<file path="config.mk">
export PLATFORM = sky130hd
export DESIGN_NAME = regfile_sb
export DESIGN_NICKNAME = d
export VERILOG_FILES = /design/src/rtl/regfile_sb.sv
export SDC_FILE = /design/constraint.sdc
export NUM_CORES = 1
export LEC_CHECK = 0
export CORE_ASPECT_RATIO = 0.5
export CORE_MARGIN = 3
export CORE_UTILIZATION = 55
export DETAILED_ROUTE_END_ITERATION = 7
export PLACE_DENSITY = 0.75
export SLEW_MARGIN = 5
export SYNTH_ARGS = -nofsm -noshare
export SYNTH_HDL_FRONTEND = slang
export SYNTH_SLANG_ARGS = --single-unit
</file>
<file path="constraint.sdc">
create_clock -name clk -period 2.2 [get_ports clk]
set_input_delay 0.22 -clock clk [delete_from_list [all_inputs] [get_ports clk]]
set_output_delay 0.22 -clock clk [all_outputs]
set_load 0.05 [all_outputs]
</file>
<file path="src/rtl/regfile_sb.sv">
`default_nettype none
// +--------------------------------------------------------------------------+
// | Module   : regfile_sb                                                    |
// | Desc     : Register file with pending-write scoreboard and IO status reg |
// |            at address REGNUM-1. Optional bypass: REGFILE_BYPASS_EN.      |
// | Revision : 1.0                                                           |
// +--------------------------------------------------------------------------+
module regfile_sb #(
   parameter int WIDTH        = 16,
   parameter int REGNUM       = 16,
   parameter int ADDRESSWIDTH = 4
) (
   input  logic                    clk,
   input  logic                    rst_n,
   input  logic                    startIO,
   input  logic                    we3,
   input  logic [ADDRESSWIDTH-1:0] wa3,
   input  logic [WIDTH-1:0]        wd3,
   input  logic [ADDRESSWIDTH-1:0] ra1,
   input  logic [ADDRESSWIDTH-1:0] ra2,
   input  logic                    issue,
   input  logic [ADDRESSWIDTH-1:0] issue_rd,
   output logic [WIDTH-1:0]        rd1,
   output logic [WIDTH-1:0]        rd2,
   output logic                    busy1,
   output logic                    busy2
);

   localparam int                      NDATA     = REGNUM - 1;
   localparam logic [ADDRESSWIDTH-1:0] c_IO_ADDR = ADDRESSWIDTH'(REGNUM - 1);

   logic [WIDTH-1:0] r_rf [NDATA];
   logic [NDATA-1:0] r_busy;
   logic             r_s1;
   logic             r_s2;
   logic             r_s2_d;
   logic             r_io_edge;

   always_ff @(posedge clk) begin
      if (!rst_n) begin
         for (int i = 0; i < NDATA; i++) begin
            r_rf[i] <= '0;
         end
         r_busy    <= '0;
         r_s1      <= 1'b0;
         r_s2      <= 1'b0;
         r_s2_d    <= 1'b0;
         r_io_edge <= 1'b0;
      end else begin
         r_s1   <= startIO;
         r_s2   <= r_s1;
         r_s2_d <= r_s2;
         // Edge detection is ordered last so a coincident clear loses.
         if (we3 && (wa3 == c_IO_ADDR) && wd3[1]) begin
            r_io_edge <= 1'b0;
         end
         if (r_s2 && !r_s2_d) begin
            r_io_edge <= 1'b1;
         end
         for (int i = 0; i < NDATA; i++) begin
            if (we3 && (wa3 == ADDRESSWIDTH'(i))) begin
               r_rf[i]   <= wd3;
               r_busy[i] <= 1'b0;
            end
            // A same-cycle issue overrides the writeback clear: new producer wins.
            if (issue && (issue_rd == ADDRESSWIDTH'(i))) begin
               r_busy[i] <= 1'b1;
            end
         end
      end
   end

   // Returns {busy, data} for one read port.
   function automatic logic [WIDTH:0] f_read(input logic [ADDRESSWIDTH-1:0] a);
      logic [WIDTH-1:0] w_data;
      logic             w_busy;
      w_data = '0;
      w_busy = 1'b0;
      if (a == c_IO_ADDR) begin
         w_data = {{(WIDTH-2){1'b0}}, r_io_edge, r_s2};
      end else begin
         for (int i = 0; i < NDATA; i++) begin
            if (a == ADDRESSWIDTH'(i)) begin
               w_data = r_rf[i];
               w_busy = r_busy[i];
`ifdef REGFILE_BYPASS_EN
               if (we3 && (wa3 == a)) begin
                  w_data = wd3;
                  w_busy = 1'b0;
               end
`endif
            end
         end
      end
      return {w_busy, w_data};
   endfunction

   always_comb begin
      {busy1, rd1} = f_read(ra1);
   end

   always_comb begin
      {busy2, rd2} = f_read(ra2);
   end

endmodule
`default_nettype wire

</file>
==> impl_results.md, run 1 <==
* Outcome: finished, violations left
* Failing checks: negative setup slack
* CP cell instances: or3_1, o211a_1, a31oi_2, o221ai_2, a221o_1, buf_12
* Yosys top cell area share at 0.515
* Hold path startpoint: rst_n
* Clock sink count at between 200 and 300
* Pin count of the biggest net entering global routing at 27
* Highest Clock Rate at 398 MHz
* Wire per inst at approximately 29 um
* First-pass iteration count of the detailed router at 7
* Site Rows at 40
* Setup ws final at -312 ps
* Startpoint Class: flop
* Post-route DRC at 0
* CTS H-tree lvls at 1
* CTS root buffer: clkbuf_16
* Die X at between 200 and 250 um
* Arrival time of the worst setup path at approximately 2300 ps
* Critical Path Slowest Stage Cell: edfxtp_1
* Final Cycle Share at 1.14
* Async SR Flop Fraction at 0
* Dpl hpwl at approximately 38,000 um
* Met2 WL post-DR at between 20,000 and 25,000 um
* Final setup fails at 27
* Layout Nets at ~1,500
* Total GRT Usage at 0.383
* Max Cap Violations at 0
* Met3 wire length at between 7000 and 8000 um
* CP Capture Type: primary output
* Yosys warns at 0
* Register area share after synthesis at 0.542
* Final Hold Vio Count at 0
* Yosys reg bits at about 260
* Post-synth net total at ~1,300
* Max_slew headroom at 0.596
* Hold/Removal Path Class: primary input to flop
* Clk_skew at ~0.23 ps
* DRT iter0 DRCs at approximately 2,400
* Primary FF master, synth: edfxtp_1
* Most frequent cell after synthesis: edfxtp_1
* Max stage delay on crit path at just under 400 ps
* Crit path from: r_rf[0][7]
* Crit path time final at around 2500 ps
* Cell taking the most area after synthesis: edfxtp_1
* Chip Height at 119 um
* Clk pin slew, worst setup/hold paths at roughly 70 ps
* Total Wirelength at 52,800 um
* CTS Buffer Depth at 3
* Leakage at around 6.8 nW
* Final Wtd Congestion at 1.06
* Vias in the first global route at approximately 12,000
* WS Path Type: flop to primary output
* First-pass GRT wire length at just under 80,000 um
* Via count at ~13,000
* Syn avg cell area at between 10 and 15 um2
* Placeable Area at about 24,000 um2
* CP Max Fanout at 2
* Layout cells sized above 1 at 0.300
* I/O pin count at 71
* Worst Tran Pin Value at 597 ps
* Crit Reg-Reg Startpoint: r_io_edge
* Clk_lat worst skew at approximately 540 ps
* Synth top area cells: edfxtp_1 51%, mux4_2 6.4%, nor2_1 5.8%, mux2i_1 4.1%, dfxtp_1 2.7%
* P&R area growth vs syn at 30.1%
* RSZ-0062 raised after global routing: yes
* Slew Limit Fails at 0
* Commonest cells in the netlist: 240 x edfxtp_1, 218 x nor2_1, 88 x nand2_1, 58 x a21oi_1, 57 x mux2i_1
* Distinct cells, synth at a little over 70
* Initial Util at 0.572
* Via density at between 6 and 7
* PortBufs at 70
* Dpl ws at -243 ps
* Met1 wire length at slightly below 20,000 um
* PwrDens at 728 nW/um2
* Num CTS Buffers at 24
* Detail Route Antenna Nets at 0
* Initial antenna violation count at 1
* Critical path data required time at between 1500 and 2000 ps
* DR top layer: met4
* Die ar. at between 20,000 and 30,000 um2
* Synthesized cell area at ~14,000 um2
* Maximum vdd drop at 0.514 mV
* Gr ovfl total at 0
* Hold Slack at 134 ps
* Synth Instances at 1,256
* TritonCTS clock tree: built
* EDFF count, synth at 240
final cells by class:
class                      instances  area [um2]
clock buffer                      29         619
inverter                          31         116
antenna                            1        2.50
clock inverter                    15         190
fill                            1654        6270
multi-input combinational        852        6150
sequential                       259        7590
tap                              336         420
timing repair buffer             295        3110
path summary, 6_finish.rpt:
path | end | slack, ps | cells past startpoint
worst max register to register | r_io_edge | 1430 | 2
worst min register to register | r_s2 | 440 | 1
worst min-delay path | r_busy[2] | 130 | 3
worst max-delay path | rd1[7] | -310 | 6
critical path, delay by kind of cell (launching register included):
kind / cells / cell delay (ps)
flip-flops: 1 / 390
AO/OA/AOI/OAI: 4 / 850
AND/OR/NAND/NOR: 1 / 330
buffers and inverters: 1 / 160
logic make-up after synthesis:
family	after synthesis	synth area share
buffers and inverters	145	0.0509
AOI/OAI and AO/OA	305	0.148
muxes	123	0.126
and+or+nand+nor	424	0.133
DFF	259	0.542
what timing repair did:
item / in CTS / in global routing
hold buffers: 0 / 0
pin swaps: 42 / 30
gates resized for setup: 66 / 42
hold endpoints to repair: 0 / 0
buffers inserted: 16 / 11
endpoints found under the setup margin: 34 / 33
sequential cells by signal, summed over array words and instances (netlist names):
signal and flops:
r_busy 15, r_io_edge 1, r_rf 240, r_s1 1
r_s2 1, r_s2_d 1
layer usage:
metal	GRT usage	vias to the layer above
met1	0.539	6107
met3	0.103	164
met5	0	-
li1	-	5156
met2	0.578	1088
met4	0.135	0
stage by stage:
| step | cell area, um2 | utilization | instances | setup TNS, ps | power, mW |
|---|---|---|---|---|---|
| final | 18200 | 0.744 | 1818 | -2940 | 13.2 |
| after global routing | 18200 | 0.744 | 1817 | -4270 | 13.6 |
| after CTS | 17900 | 0.733 | 1806 | -2760 | 13.1 |
| after detailed placement | 16700 | 0.684 | 1749 | -2960 | 8.65 |
| after global placement | 16700 | 0.684 | 1749 | -3130 | 8.62 |
| after floorplan | 14000 | - | 1256 | -796 | 7.32 |
where the power goes:
part / switching [mW] / total, mW / internal (mW) / leakage [nW]
Combinational: 1.63 / 2.89 / 1.26 / 3.90
Sequential: 0.220 / 5.94 / 5.72 / 2.46
Clock: 1.92 / 4.42 / 2.49 / 0.388
cells in the final DEF, fill, tap and decap left out, types with 8 or more instances in the layout:
cell type and count:
mux2i_1 54, a22oi_1 21, a31oi_1 9, mux2_2 10
buf_6 8, a22oi_2 8, dfxtp_1 18, o21ai_1 24
buf_4 193, mux2_1 9, clkdlybuf4s50_1 27, inv_1 25
buf_12 60, nand2_1 84, nor2_1 213, o211ai_1 12
a221oi_1 11, nor3_1 9, o21ai_0 30, nand2b_1 18
o21ai_2 10, clkbuf_16 26, a21oi_1 50, mux4_2 40
nor2b_1 22, edfxtp_1 240, a21oi_2 8, o22ai_1 17
nand3_1 29
No activity file was read; power rests on OpenSTA's default activity.
==> run 2: changes to the inputs <==
Settings changed: SLEW_MARGIN 5 to default.
==> results of run 2 <==
No change in the layout: final DEF, timing and power equal those of run 1.
